$ cat src/rtl/huffman_block_sequencer.sv
// Sequences one 8x8 entropy-coded block: feeds symbol bits to the Huffman decoder, captures magnitude bits,
// tracks the zig-zag index and emits coefficient records. HUFF_SEQ_EXTEND_EN selects signed EXTEND output.
module huffman_block_sequencer (
    input  logic        clk,
    input  logic        rst,
    input  logic        start,
    input  logic        bit_in,
    input  logic        bit_valid,
    output logic        bit_ready,
    output logic        dec_next_bit,
    output logic        dec_is_new,
    output logic        dec_ac_dc_flag,
    input  logic [3:0]  dec_s_value,
    input  logic [3:0]  dec_r_value,
    input  logic        dec_done,
    output logic        coef_valid,
    output logic [5:0]  coef_index,
    output logic [3:0]  coef_run,
    output logic [3:0]  coef_size,
    output logic [11:0] coef_value,
    output logic        block_done,
    output logic        busy,
    output logic        error
);
    typedef enum logic [2:0] {IDLE, DC_SYM, DC_MAG, AC_SYM, AC_MAG, DONE, ERROR} state_t;

    state_t      state_q, state_d;
    logic [6:0]  index_q, index_d;
    logic [4:0]  sym_cnt_q, sym_cnt_d;
    logic [3:0]  mag_cnt_q, mag_cnt_d;
    logic [9:0]  mag_sr_q, mag_sr_d;
    logic [3:0]  run_q, run_d;
    logic [3:0]  size_q, size_d;
    logic        coef_valid_q, coef_valid_d;
    logic [5:0]  coef_index_q, coef_index_d;
    logic [3:0]  coef_run_q, coef_run_d;
    logic [3:0]  coef_size_q, coef_size_d;
    logic [11:0] coef_value_q, coef_value_d;
    logic        block_done_q, block_done_d;
    logic        busy_q, busy_d;
    logic        error_q, error_d;
    logic        flag_q, flag_d;

    logic        sym_state, decode_cyc, xfer;
    logic [6:0]  ac_index, zrl_index;
    logic [3:0]  mag_cnt_inc;
    logic [10:0] mag_sr_shift;
    logic [11:0] mag_value;

    // The final magnitude bit is folded in combinationally so the record registers on that transfer.
    assign mag_sr_shift = {mag_sr_q, bit_in};

`ifdef HUFF_SEQ_EXTEND_EN
    always_comb begin
        if (mag_sr_shift[size_q - 4'd1]) begin
            mag_value = {1'b0, mag_sr_shift};
        end else begin
            mag_value = {1'b0, mag_sr_shift} - ((12'd1 << size_q) - 12'd1);
        end
    end
`else
    assign mag_value = {1'b0, mag_sr_shift};
`endif

    always_comb begin
        state_d      = state_q;
        index_d      = index_q;
        sym_cnt_d    = sym_cnt_q;
        mag_cnt_d    = mag_cnt_q;
        mag_sr_d     = mag_sr_q;
        run_d        = run_q;
        size_d       = size_q;
        coef_valid_d = 1'b0;
        block_done_d = 1'b0;
        coef_index_d = coef_index_q;
        coef_run_d   = coef_run_q;
        coef_size_d  = coef_size_q;
        coef_value_d = coef_value_q;

        sym_state  = (state_q == DC_SYM) || (state_q == AC_SYM);
        decode_cyc = sym_state && (sym_cnt_q != 5'd0) && dec_done;
        bit_ready  = 1'b0;
        if (sym_state) begin
            bit_ready = !decode_cyc && (sym_cnt_q != 5'd16);
        end else if ((state_q == DC_MAG) || (state_q == AC_MAG)) begin
            bit_ready = 1'b1;
        end
        xfer        = bit_valid && bit_ready;
        dec_is_new  = xfer && sym_state;
        ac_index    = index_q + {3'd0, dec_s_value} + 7'd1;
        zrl_index   = index_q + 7'd16;
        mag_cnt_inc = mag_cnt_q + 4'd1;

        case (state_q)
            IDLE, DONE: begin
                if (start) begin
                    state_d   = DC_SYM;
                    index_d   = 7'd0;
                    sym_cnt_d = 5'd0;
                    mag_cnt_d = 4'd0;
                    mag_sr_d  = 10'd0;
                end
            end
            DC_SYM, AC_SYM: begin
                if (decode_cyc) begin
                    sym_cnt_d = 5'd0;
                    mag_cnt_d = 4'd0;
                    mag_sr_d  = 10'd0;
                    run_d     = dec_s_value;
                    size_d    = dec_r_value;
                    if (state_q == DC_SYM) begin
                        if (dec_r_value > 4'd11) begin
                            state_d = ERROR;
                        end else if (dec_r_value == 4'd0) begin
                            coef_valid_d = 1'b1;
                            coef_index_d = 6'd0;
                            coef_run_d   = 4'd0;
                            coef_size_d  = 4'd0;
                            coef_value_d = 12'd0;
                            state_d      = AC_SYM;
                        end else begin
                            state_d = DC_MAG;
                        end
                    end else if (dec_r_value == 4'd0) begin
                        if (dec_s_value == 4'd0) begin
                            block_done_d = 1'b1;
                            state_d      = DONE;
                        end else if ((dec_s_value == 4'd15) && (zrl_index <= 7'd63)) begin
                            index_d = zrl_index;
                        end else begin
                            state_d = ERROR;
                        end
                    end else if ((ac_index > 7'd63) || (dec_r_value > 4'd10)) begin
                        state_d = ERROR;
                    end else begin
                        index_d = ac_index;
                        state_d = AC_MAG;
                    end
                end else if (sym_cnt_q == 5'd16) begin
                    // No valid code is longer than 16 bits; the decoder has lost sync.
                    state_d = ERROR;
                end else if (xfer) begin
                    sym_cnt_d = sym_cnt_q + 5'd1;
                end
            end
            DC_MAG, AC_MAG: begin
                if (xfer) begin
                    mag_sr_d  = mag_sr_shift[9:0];
                    mag_cnt_d = mag_cnt_inc;
                    if (mag_cnt_inc == size_q) begin
                        coef_valid_d = 1'b1;
                        coef_index_d = index_q[5:0];
                        coef_run_d   = (state_q == AC_MAG) ? run_q : 4'd0;
                        coef_size_d  = size_q;
                        coef_value_d = mag_value;
                        sym_cnt_d    = 5'd0;
                        if ((state_q == AC_MAG) && (index_q == 7'd63)) begin
                            block_done_d = 1'b1;
                            state_d      = DONE;
                        end else begin
                            state_d = AC_SYM;
                        end
                    end
                end
            end
            default: ;
        endcase

        busy_d  = (state_d == DC_SYM) || (state_d == DC_MAG) || (state_d == AC_SYM) || (state_d == AC_MAG);
        error_d = (state_d == ERROR);
        flag_d  = (state_d == DC_SYM);
    end

    always_ff @(posedge clk or posedge rst) begin
        if (rst) begin
            state_q      <= IDLE;
            index_q      <= 7'd0;
            sym_cnt_q    <= 5'd0;
            mag_cnt_q    <= 4'd0;
            mag_sr_q     <= 10'd0;
            run_q        <= 4'd0;
            size_q       <= 4'd0;
            coef_valid_q <= 1'b0;
            coef_index_q <= 6'd0;
            coef_run_q   <= 4'd0;
            coef_size_q  <= 4'd0;
            coef_value_q <= 12'd0;
            block_done_q <= 1'b0;
            busy_q       <= 1'b0;
            error_q      <= 1'b0;
            flag_q       <= 1'b0;
        end else begin
            state_q      <= state_d;
            index_q      <= index_d;
            sym_cnt_q    <= sym_cnt_d;
            mag_cnt_q    <= mag_cnt_d;
            mag_sr_q     <= mag_sr_d;
            run_q        <= run_d;
            size_q       <= size_d;
            coef_valid_q <= coef_valid_d;
            coef_index_q <= coef_index_d;
            coef_run_q   <= coef_run_d;
            coef_size_q  <= coef_size_d;
            coef_value_q <= coef_value_d;
            block_done_q <= block_done_d;
            busy_q       <= busy_d;
            error_q      <= error_d;
            flag_q       <= flag_d;
        end
    end

    assign dec_next_bit   = bit_in;
    assign dec_ac_dc_flag = flag_q;
    assign coef_valid     = coef_valid_q;
    assign coef_index     = coef_index_q;
    assign coef_run       = coef_run_q;
    assign coef_size      = coef_size_q;
    assign coef_value     = coef_value_q;
    assign block_done     = block_done_q;
    assign busy           = busy_q;
    assign error          = error_q;
endmodule

$ cat config.mk
export PLATFORM = sky130hd
export DESIGN_NAME = huffman_block_sequencer
export DESIGN_NICKNAME = d
export VERILOG_FILES = /design/src/rtl/huffman_block_sequencer.sv
export SDC_FILE = /design/constraint.sdc
export NUM_CORES = 1
export LEC_CHECK = 0
export CORE_MARGIN = 4
export CORE_UTILIZATION = 47
export DETAILED_ROUTE_END_ITERATION = 12
export PLACE_DENSITY = 0.7
export SETUP_SLACK_MARGIN = 0.15
export SLEW_MARGIN = 30
export SYNTH_ARGS = -nofsm -noshare
export SYNTH_HDL_FRONTEND = slang
export SYNTH_SLANG_ARGS = --single-unit
$ cat constraint.sdc
create_clock -name clk -period 2.57 [get_ports clk]
set_clock_uncertainty 0.05 [all_clocks]
set_input_delay 0.3855 -clock clk [delete_from_list [all_inputs] [get_ports clk]]
set_output_delay 0.3855 -clock clk [all_outputs]
set_load 0.02 [all_outputs]
* Word-level counts from Yosys, hierarchy flattened
Index checks and enable logic that the tools add are counted.
Operators by class: muxes and demuxes 79, equality and inequality tests 28, magnitude comparators 4, reductions and logical operators 29, $add $sub $neg 5
Operators with widths (count):
- 12-bit two-way mux | 6
- 7-bit two-way mux | 7
- 4-bit two-way mux | 12
- 6-bit two-way mux | 6
- 3-bit two-way mux | 11
- 10-bit two-way mux | 3
- 5-bit two-way mux | 6
- 10-bit one-hot mux with 3 select lines | 1
- 12-bit one-hot mux with 2 select lines | 1
- 1-bit two-way mux | 16
- 2-bit != test, second input constant | 8
- 4-bit one-hot mux with 2 select lines | 2
- 3-bit != test, second input constant | 5
- 5-bit one-hot mux with 3 select lines | 1
- 7-bit one-hot mux with 2 select lines | 1
- 7-bit AND reduction | 2
- 3-bit by 2-bit equality test with 1-bit output, second input constant | 4
- 3-bit equality test, second input constant | 4
- 4-bit one-hot mux with 3 select lines | 1
- 6-bit one-hot mux with 2 select lines | 1
- 3-bit one-hot mux with 3 select lines | 1
- 4-bit > comparator, second input constant | 2
- 4-bit logical NOT | 2
- 7-bit by 1-bit adder with 7-bit output, second input constant | 1
- 25 further kinds | 41
Word-level totals: output and inout bits 34, bits of input ports 14, bits in registers 68

* Longest topological paths before layout
Gate-level depths: netlist of run 1.
depth after elaboration 14, gate-level depth with buffers 10

* Worst setup path before layout of run 1
Ideal clock, no wire load.
kind input to register, start in dec_s_value[0], end reg index_q[0], path buffers 1, cell stages on the path 10, arrival 2.169 ns, slack 0.233 ns, library setup time 0.118 ns, cell sequence inv_1 ha_1 fa_1 nor2b_1 o31ai_1 xnor2_1 o21ba_2 buf_2 a211o_1 a21o_1
Between the ends: cells in the longest elaborated chain, start to end 7
Ends and longest elaborated chain:
- start, declared | line 13 | input logic [3:0] dec_s_value,
- parallel branches: the longest is 7 deep, another holds 7-bit by 4-bit adder with 7-bit output
- end signal, assigned | line 194 | index_q <= index_d;
- end, declared | line 28 | logic [6:0] index_q, index_d;
Several ways; the timed one is not identified. The select of a mux whose other input is x is not followed. A chain may end at the register's enable or synchronous reset.

* Final worst setup path of run 1
start in dec_s_value[1], end reg index_q[4]
The elaborated chain is that of the path after synthesis.

==> flow_metrics.env, run 1 <==
export IMPL_max_freq_ghz=0.428
export IMPL_routed_via_density=5.46
export IMPL_fin_crit_ps=2340
export IMPL_routed_wl_um=8850
export IMPL_max_cap_violations=0
export IMPL_avgRoutedWirePerCell_um=16.4
export IMPL_postRouteAntennaNets=0
export IMPL_dp_cells=514
export IMPL_ff2ff_path_depth=7
export IMPL_synth_cell_types=61
export IMPL_cts_max_path_buffers=2
export IMPL_r2r_start="state_q[0]"
export IMPL_vdd_drop_max_v=0.000565
export IMPL_fin_area_um2=4830
export IMPL_portBuffers=46
export IMPL_dp_hpwl_um=6390
export IMPL_min_delay_path_class="in2async"
export IMPL_clk_pin_slew_ps=80
export IMPL_placed_area_um2=4410
export IMPL_postLayoutCoreUtil_pct=65.2
export IMPL_path_class="in2reg"
export IMPL_rsz0062_at_grt="yes"
export IMPL_yosysSeqAreaShare_pct=45.8
export IMPL_ys_flop_type="dfrtp_1"
export IMPL_startpoint_type="input port"
export IMPL_detailedRoute_firstIterationViolations=134
export IMPL_synth_area_leaders="dfrtp_1 46%, mux2_2 6.8%, nand2_1 4.3%"
export IMPL_cts_sinks=67
export IMPL_fillers=600
export IMPL_yosys_warnings=0
export IMPL_p_int_uw=2990
export IMPL_grt_pass1_vias=2932
export IMPL_setup_viol=0
export IMPL_ys_seq_elements=67
export IMPL_grt_pass1_wl_um=14200
export IMPL_maxSlewViolCount=0
export IMPL_syn_area_um2=3660
export IMPL_mostFrequentLayoutCells="67 x dfrtp_1, 43 x clkdlybuf4s50_1, 42 x nand2_1, 40 x buf_4, 28 x o21ai_0"
export IMPL_grt_max_degree=68
export IMPL_tightestPinTransition_ps=656
export IMPL_floorplan_die_area_um2=9270
export IMPL_power_switching_uw=2010
export IMPL_firstDrtPassIters=4
export IMPL_power_leakage_uw=0.00225
export IMPL_drcViolationCount=0
export IMPL_antenna_found_initial=0
export IMPL_status="complete, no violations"
export IMPL_synthCells=354
export IMPL_die_w_um=96.3
export IMPL_gp_congestion=0.953
export IMPL_diodes=0
export IMPL_vias=2948
export IMPL_gr_total_overflow=0
export IMPL_syn_avg_cell_area_um2=10.3
export IMPL_cts_buffers=9
export IMPL_cp_end_kind="flop"
export IMPL_final_common_cell="dfrtp_1"
export IMPL_fp_dieH_um=96.3
export IMPL_drive_gt1_share_pct=28.6
export IMPL_finalHoldViolCount=0
export IMPL_critPathRequiredTime_ps=2780
export IMPL_swShare_pct=40.2
export IMPL_combPwrFrac_pct=51.9
export IMPL_arrival_ps=2550
export IMPL_tns_ps=0
export IMPL_clk_latency_ps=350
export IMPL_fin_crit_sh_pct=91.0
export IMPL_fin_nets=461
export IMPL_synth_edf_count=0
export IMPL_grt_usage_pct=20.1
export IMPL_final_cells=540
export IMPL_coreArea_um2=7410
export IMPL_io_pins=48
export IMPL_yosysTopAreaCell="dfrtp_1"
export IMPL_fp_row_count=31
export IMPL_cts_root_buf="clkbuf_8"
export IMPL_slew_headroom_pct=56.0
export IMPL_synth_top_area_share_pct=45.8
export IMPL_r2r_end="coef_value[2]"
export IMPL_cts_tree="done"
export IMPL_ctsHoldBuffers=0
export IMPL_rrSetupSlack_ps=240
export IMPL_p_per_area_nw_per_um2=1040
export IMPL_clkPwrFrac_pct=17.3
export IMPL_htree_levels=3
export IMPL_seqPwrFrac_pct=30.8
export IMPL_crit_path_max_fanout=5
export IMPL_async_reset_ff_share_pct=100
export IMPL_start_util_pct=49.4
export IMPL_fin_worst_hold_slack_ps=369
export IMPL_area_delta_synth_final_pct=31.9
export IMPL_syn_nets=379
cells in the mapped netlist (all sizes together) (8+ instances only):
master,n
nor2,12
o31ai,8
ha,10
dfrtp,67
buf,12
nand2,43
nand3,10
o21ai,29
inv,22
and3,16
mux2,30
repair_timing:
action,CTS,global route
pin swaps,10,5
gates cloned,0,1
gates resized for setup,14,26
setup endpoints to repair,12,26
buffers inserted,4,5
sequential cells by signal, summed over array words and instances (netlist names):
signal	count
coef_value	11
mag_sr_q	10
index_q	7
coef_index	6
sym_cnt_q	5
coef_run	4
coef_size	4
mag_cnt_q	4
run_q	4
size_q	4
state_q	3
block_done	1
busy	1
coef_valid	1
dec_ac_dc_flag	1
error	1
cell families (layout without fill, tap and decap cells):
group / Yosys count / in the layout / synth area share (%)
fa+ha+maj: 11 / 11 / 3.96
compound gates: 69 / 69 / 12.8
xor+xnor: 11 / 11 / 3.14
other cells: 1 / 1 / 0.102
mux: 31 / 31 / 10.3
flops: 67 / 67 / 45.8
buf+inv: 41 / 128 / 5.53
simple gates: 123 / 123 / 18.3
power by group through the flow:
stage | sequential (µW) | combinational, µW | clock (µW)
after global placement | 1550 | 2270 | 0
after detailed placement | 1560 | 2340 | 0
after global routing | 1580 | 2840 | 935
after CTS | 1530 | 2410 | 876
after floorplan | 1590 | 1490 | 0
final | 1540 | 2600 | 865
metal layers:
metal	share of wire, %	routed length (µm)	track usage (%)	up-vias
li1	-	-	-	1425
met1	43	3760	25.1	1435
met2	51	4480	34.1	69
met3	4.4	386	3.60	19
met4	2.4	215	8.06	0
met5	0	0	0	-
worst max-delay path, cell delays in order:
cell and delay [ps]:
clkdlybuf4s50_1 480, inv_1 70, fa_2 400, nor2b_2 150
o31ai_2 80, xnor2_1 180, o21ba_4 250, or3_4 370
a22oi_2 190
how the worst max path moves through the flow:
stage	startpoint	to	slack (ps)
after CTS	sym_cnt_q[0]	dec_is_new	150
after floorplan	dec_s_value[0]	index_q[0]	230
final	dec_s_value[1]	index_q[4]	230
after global routing	state_q[0]	coef_value[0]	100
after global placement	dec_s_value[0]	index_q[0]	-240
after detailed placement	dec_s_value[0]	index_q[4]	-340
stage by stage:
stage / setup WS (ps) / total power, µW
finish: 232 / 5000
CTS: 150 / 4810
floorplan: 233 / 3080
global route: 96.4 / 5350
global placement: -243 / 3830
detailed placement: -339 / 3900
area by class of cell:
| type | count | area [µm²] | share of cell area [%] |
|---|---|---|---|
| sequential | 67 | 1680 | 34.7 |
| tap | 99 | 124 | 2.56 |
| clock inverter | 7 | 68.8 | 1.42 |
| timing repair buffer | 90 | 836 | 17.3 |
| clock buffer | 9 | 124 | 2.56 |
| multi-input combinational | 246 | 1920 | 39.7 |
| inverter | 22 | 82.6 | 1.71 |
Power figures use the tool's default switching activity.
==> run 2, diff against run 1 <==
- CORE_ASPECT_RATIO: default -> 0.6
==> flow_metrics.env, run 2 (synthesis gave the netlist of run 1 again) <==
export IMPL_status="complete, no violations"
export IMPL_diodes=0
export IMPL_p_int_uw=3370
export IMPL_antenna_found_initial=0
export IMPL_fillers=597
export IMPL_arrival_ps=2620
export IMPL_p_per_area_nw_per_um2=1100
export IMPL_vdd_drop_max_v=0.000486
export IMPL_grt_usage_pct=20.7
export IMPL_combPwrFrac_pct=47.7
export IMPL_multi_input_area_um2=1890
export IMPL_htree_levels=3
export IMPL_dp_hpwl_um=6660
export IMPL_crit_path_max_fanout=5
export IMPL_largest_reg_flops=11
export IMPL_io_pins=48
export IMPL_power_switching_uw=2080
export IMPL_rrSetupSlack_ps=190
export IMPL_cts_max_path_buffers=2
export IMPL_firstDrtPassIters=4
export IMPL_r2r_end="busy"
export IMPL_fin_nets=463
export IMPL_fin_crit_sh_pct=94.0
export IMPL_clk_pin_slew_ps=50
export IMPL_avgRoutedWirePerCell_um=17.0
export IMPL_power_leakage_uw=0.00230
export IMPL_max_freq_ghz=0.414
export IMPL_startpoint_type="input port"
export IMPL_vias=2998
export IMPL_r2r_start="index_q[4]"
export IMPL_gr_total_overflow=0
export IMPL_grt_pass1_wl_um=14900
export IMPL_cts_root_buf="clkbuf_16"
export IMPL_cts_buffers=9
export IMPL_swShare_pct=38.1
export IMPL_seqPwrFrac_pct=28.2
export IMPL_slew_headroom_pct=59.1
export IMPL_routed_via_density=5.48
export IMPL_routed_wl_um=9280
export IMPL_postRouteAntennaNets=0
export IMPL_layout_area_seq_um2=1680
export IMPL_detailedRoute_firstIterationViolations=213
export IMPL_path_class="in2reg"
export IMPL_setup_viol=0
export IMPL_coreArea_um2=7420
export IMPL_fin_crit_ps=2420
export IMPL_grt_pass1_vias=2822
export IMPL_portBuffers=46
export IMPL_rsz0062_at_grt="yes"
export IMPL_critPathRequiredTime_ps=2770
export IMPL_cp_end_kind="flop"
export IMPL_drcViolationCount=0
export IMPL_finalPower_uw=5450
export IMPL_area_delta_synth_final_pct=35.1
export IMPL_tightestPinTransition_ps=610
export IMPL_min_delay_path_class="in2async"
export IMPL_maxSlewViolCount=0
export IMPL_final_common_cell="dfrtp_1"
export IMPL_postLayoutCoreUtil_pct=66.7
export IMPL_cts_sinks=67
export IMPL_clk_latency_ps=330
export IMPL_finalHoldViolCount=0
export IMPL_fp_dieH_um=76.4
export IMPL_fp_row_count=24
export IMPL_ff2ff_path_depth=9
export IMPL_drive_gt1_share_pct=28.0
export IMPL_die_w_um=122
export IMPL_gp_congestion=0.963
export IMPL_cts_tree="done"
export IMPL_mostFrequentLayoutCells="66 x dfrtp_1, 45 x buf_4, 44 x clkdlybuf4s50_1, 41 x nand2_1, 28 x o21ai_0"
export IMPL_grt_max_degree=43
export IMPL_ctsHoldBuffers=0
export IMPL_max_cap_violations=0
export IMPL_floorplan_die_area_um2=9310
export IMPL_clkPwrFrac_pct=24.0
export IMPL_start_util_pct=49.4
## run 2: cell types whose count changed in the layout (fill, tap and decap cells not counted), moves of 2 or more
cell	previous run	this run
clkbuf_16	1	10
inv_1	19	21
inv_2	3	1
ha_1	5	7
ha_4	3	1
clkbuf_8	9	0
xnor2_2	2	0
xnor2_1	5	7
buf_6	2	0
buf_4	40	45
clkinvlp_4	2	0
## run 2: through the flow
| stage | cells | area [µm²] | TNS [ps] | setup slack [ps] | hold WS, ps |
|---|---|---|---|---|---|
| 6_report | 547 | 4950 | 0 | 155 | 391 |
| 5_1_grt | 547 | 4950 | 0 | 98.0 | 448 |
| 4_1_cts | 545 | 4830 | 0 | 133 | 398 |
| 3_5_place_dp | 526 | 4470 | -2420 | -288 | 437 |
| 3_3_place_gp | 526 | 4470 | -1830 | -233 | 423 |
| 2_1_floorplan | 354 | 3660 | 0 | 233 | 400 |
## run 2: timing repair
item / in CTS / in global routing
gates cloned: 0 / 1
setup buffers: 3 / 1
pin swaps: 9 / 9
hold endpoints to repair: 0 / 0
setup endpoints to repair: 9 / 32
resized for setup: 15 / 19
## run 2: layout make-up
type	instances	area share, %
Multi-Input combinational cell	246	38.3
Sequential cell	67	33.9
Timing Repair Buffer	92	17.1
Clock buffer	9	4.55
Tap cell	104	2.63
Clock inverter	7	1.87
Inverter	22	1.67
## run 2: power groups by stage
stage,sequential [µW],clock (µW),combinational (µW)
final,1540,1310,2600
after global routing,1570,1390,2830
after CTS,1540,1340,2470
after detailed placement,1560,0,2390
after global placement,1550,0,2350
after floorplan,1590,0,1490
## run 2: layer usage
| metal | up-vias | routed length (µm) | GRT usage (%) | share of wire (%) |
|---|---|---|---|---|
| li1 | 1433 | - | - | - |
| met1 | 1452 | 4600 | 31.8 | 50 |
| met2 | 106 | 3730 | 26.3 | 40 |
| met3 | 7 | 889 | 9.05 | 9.6 |
| met4 | 0 | 65 | 4.81 | 0.70 |
| met5 | - | 0 | 0 | 0 |
## run 2: worst max-delay path, stage by stage
cell,delay [ps]
clkdlybuf4s50_1,470
inv_1,80
ha_4,170
fa_2,360
nor2b_2,160
o31ai_2,100
xnor2_1,150
o21ba_4,230
or3_4,360
a22oi_2,150
## run 2: how the worst max path moves through the flow
stage | start | to | slack (ps) | cells past startpoint
final | dec_s_value[0] | index_q[4] | 150 | 10
after floorplan | dec_s_value[0] | index_q[0] | 230 | 10
after CTS | sym_cnt_q[0] | dec_is_new | 130 | 7
after global placement | dec_s_value[0] | index_q[1] | -230 | 10
after detailed placement | dec_s_value[0] | index_q[0] | -290 | 10
after global routing | dec_s_value[0] | index_q[4] | 100 | 10
==> run 3, diff against run 2 <==
- CORE_ASPECT_RATIO: 0.6 -> default
==> results of run 3 <==
Final layout, timing and power as in run 1 (identical DEF).
==> edit (flow settings as in run 3) <==
The 7 states of `state_t` get a one-hot encoding in 7 bits.
--- a/src/rtl/huffman_block_sequencer.sv
+++ b/src/rtl/huffman_block_sequencer.sv
@@ -22,7 +22,7 @@
     output logic        busy,
     output logic        error
 );
-    typedef enum logic [2:0] {IDLE, DC_SYM, DC_MAG, AC_SYM, AC_MAG, DONE, ERROR} state_t;
+    typedef enum logic [6:0] {IDLE = 7'b0000001, DC_SYM = 7'b0000010, DC_MAG = 7'b0000100, AC_SYM = 7'b0001000, AC_MAG = 7'b0010000, DONE = 7'b0100000, ERROR = 7'b1000000} state_t;
 
     state_t      state_q, state_d;
     logic [6:0]  index_q, index_d;
Check against the original RTL: no difference found for any inputs over 4 cycles, from zero or initial values and one cycle with rst high; so few cycles prove little.
==> edit against run 3 <==
- register-to-register slack got worse by 0.16 ns
- cell area up 5.6%
- sequential cell count rose by 4
- cell count grew 9.4%
- synthesized cell count increased by 4.5%
- count of clock-buffer cells in the layout is the same
- area after synthesis is 3.2% lower
- worst setup slack got worse by 0.15 ns
- wire length up 10%
- largest cell class unchanged
Power is not compared: it rests on default switching activity, and its combinational part moved more than twofold at a synthesized area within 25%.
==> edit: results (changes against run 3) <==
stage	metric	value	unit	change
outcome	status	complete, no violations		unchanged
routing	M1 wire length	4.229	mm	was 3.764 mm
global_route	vias in the first global route	3156		was 2932
routing	DR WL met3	538	um	was 386 um
routing	Met2 Wirelength	4.902	mm	was 4.481 mm
layout	fin nets	512		was 461
routing	Vias per Instance	5.482		was 5.459
worst_setup_path	crit path DAT	2.69	ns	was 2.55 ns
synthesis	mux contribution to synthesized area	2.541	%	was 10.32%
routing	Iter 0 DRT Violations	146		was 134
synthesis	Synth area leaders	dfrtp_1, nand2_1, o21ai_0		was dfrtp_1, mux2_2, nand2_1
power	Peak supply drop	0.2989	mV	
timing	Max Slew Vio Count	0		unchanged
routing	WL per Instance	16.52	um	was 16.38 um
synthesis	post-synthesis xor/xnor area fraction	4.095	%	was 3.143%
power	Pleak	2.347	nW	
placed_design	Placed Area	4619	um2	was 4407 um2
worst_setup_path	Slowest cell on crit path	or4_4		was clkdlybuf4s50_1
synthesis	Synth Area in Compound Gates	15.85	%	was 12.85%
synthesis	adder-cell share of the synthesized area	4.095	%	was 3.963%
clocking	H-Tree Depth	3		unchanged
worst_setup_path	reg2reg setup slack	0.08	ns	was 0.24 ns
layout	final std cells w/o fill	591		was 540
layout	ratio of cells with drive above 1 in the final layout	29.47	%	was 28.57%
synthesis	Seq/Total Area, Yosys	50.16	%	was 45.78%
worst_setup_path	Top Family by Delay on Critical Path	simple AND/OR/NAND/NOR gates		was buffers and inverters
synthesis	Yosys cell types	57		was 61
global_route	gr usage total	22.48	%	was 20.06%
placed_design	HPWL Detailed	6.941	mm	was 6.390 mm
synthesis	most frequent cells after synthesis	dfrtp_1, nand2_1, o21ai_0, nor2_1, nand3_1		was dfrtp_1, nand2_1, o21ai_0, inv_1, mux2_2
global_route	GR Layer Usage met2	38.23	%	was 34.10%
global_route	first-pass GRT wire length	15.59	mm	was 14.20 mm
placed_design	GPL Wtd Cong	0.9172		was 0.9531
worst_setup_path	Worst path max stage delay	0.57	ns	was 0.48 ns
global_route	Global Route met1 Usage	29.49	%	was 25.07%
worst_setup_path	CP max FO	3		was 5
timing	Tightest Pin Transition	0.5000	ns	was 0.6557 ns
placed_design	Placed Instances	565		was 514
global_route	met3 Usage GRT	4.542	%	was 3.597%
synthesis	post-synthesis instance total	370		was 354
global_route	pin count of the biggest net entering global routing	58		was 68
edit: final cells by class:
class | count | area [um2]
tap | 99 | 123.9
inverter | 16 | 60.06
multi-input combinational | 271 | 1882
clock inverter | 7 | 102.6
fill | 561 | 2187
timing repair buffer | 118 | 1035
clock buffer | 9 | 123.9
sequential | 71 | 1778
edit: logic make-up after synthesis:
kind of cell    after synthesis
buf+inv                      28
simple gates                151
other cells                   1
fa+ha+maj                    11
xor+xnor                     15
compound gates               85
flops                        71
mux                           8
edit: per-stage QoR:
stage                     setup WS [ns]  hold slack, ns
final                           0.07911          0.2898
after global routing          -0.009864          0.3103
after CTS                       0.08482          0.2988
after detailed placement        -0.5121          0.4132
after global placement          -0.4304          0.4096
after floorplan                  0.1675          0.3886
edit: timing repair:
action,4_1_cts,5_1_grt
gates resized for setup,34,18
buffers inserted,5,5
endpoints found under the setup margin,25,27
pin swaps,15,7
edit: worst reg2reg max path, stage by stage, from the launching register on:
cell      delay [ns]
dfrtp_1         0.38
or4_4           0.57
or3_4           0.40
a31oi_4         0.17
o31ai_2         0.10
a221oi_2        0.33
inv_1           0.11
nor4b_2         0.29
edit: worst paths after layout:
check                                 endpoint         from  depth (start not counted)
worst max-delay path                     error   state_q[4]                          7
min in group clk                coef_value[10]  mag_sr_q[9]                          2
worst max register to register           error   state_q[4]                          7
max in group asynchronous           index_q[6]          rst                          3
worst min register to register  coef_value[10]  mag_sr_q[9]                          2
worst min-delay path              sym_cnt_q[2]          rst                          2
edit: power breakdown:
| part | leakage, nW | switching (mW) | internal (mW) |
|---|---|---|---|
| logic | 1.28 | 0.0641 | 0.0513 |
| clock network | 0.111 | 0.465 | 0.559 |
| registers | 0.957 | 0 | 1.12 |
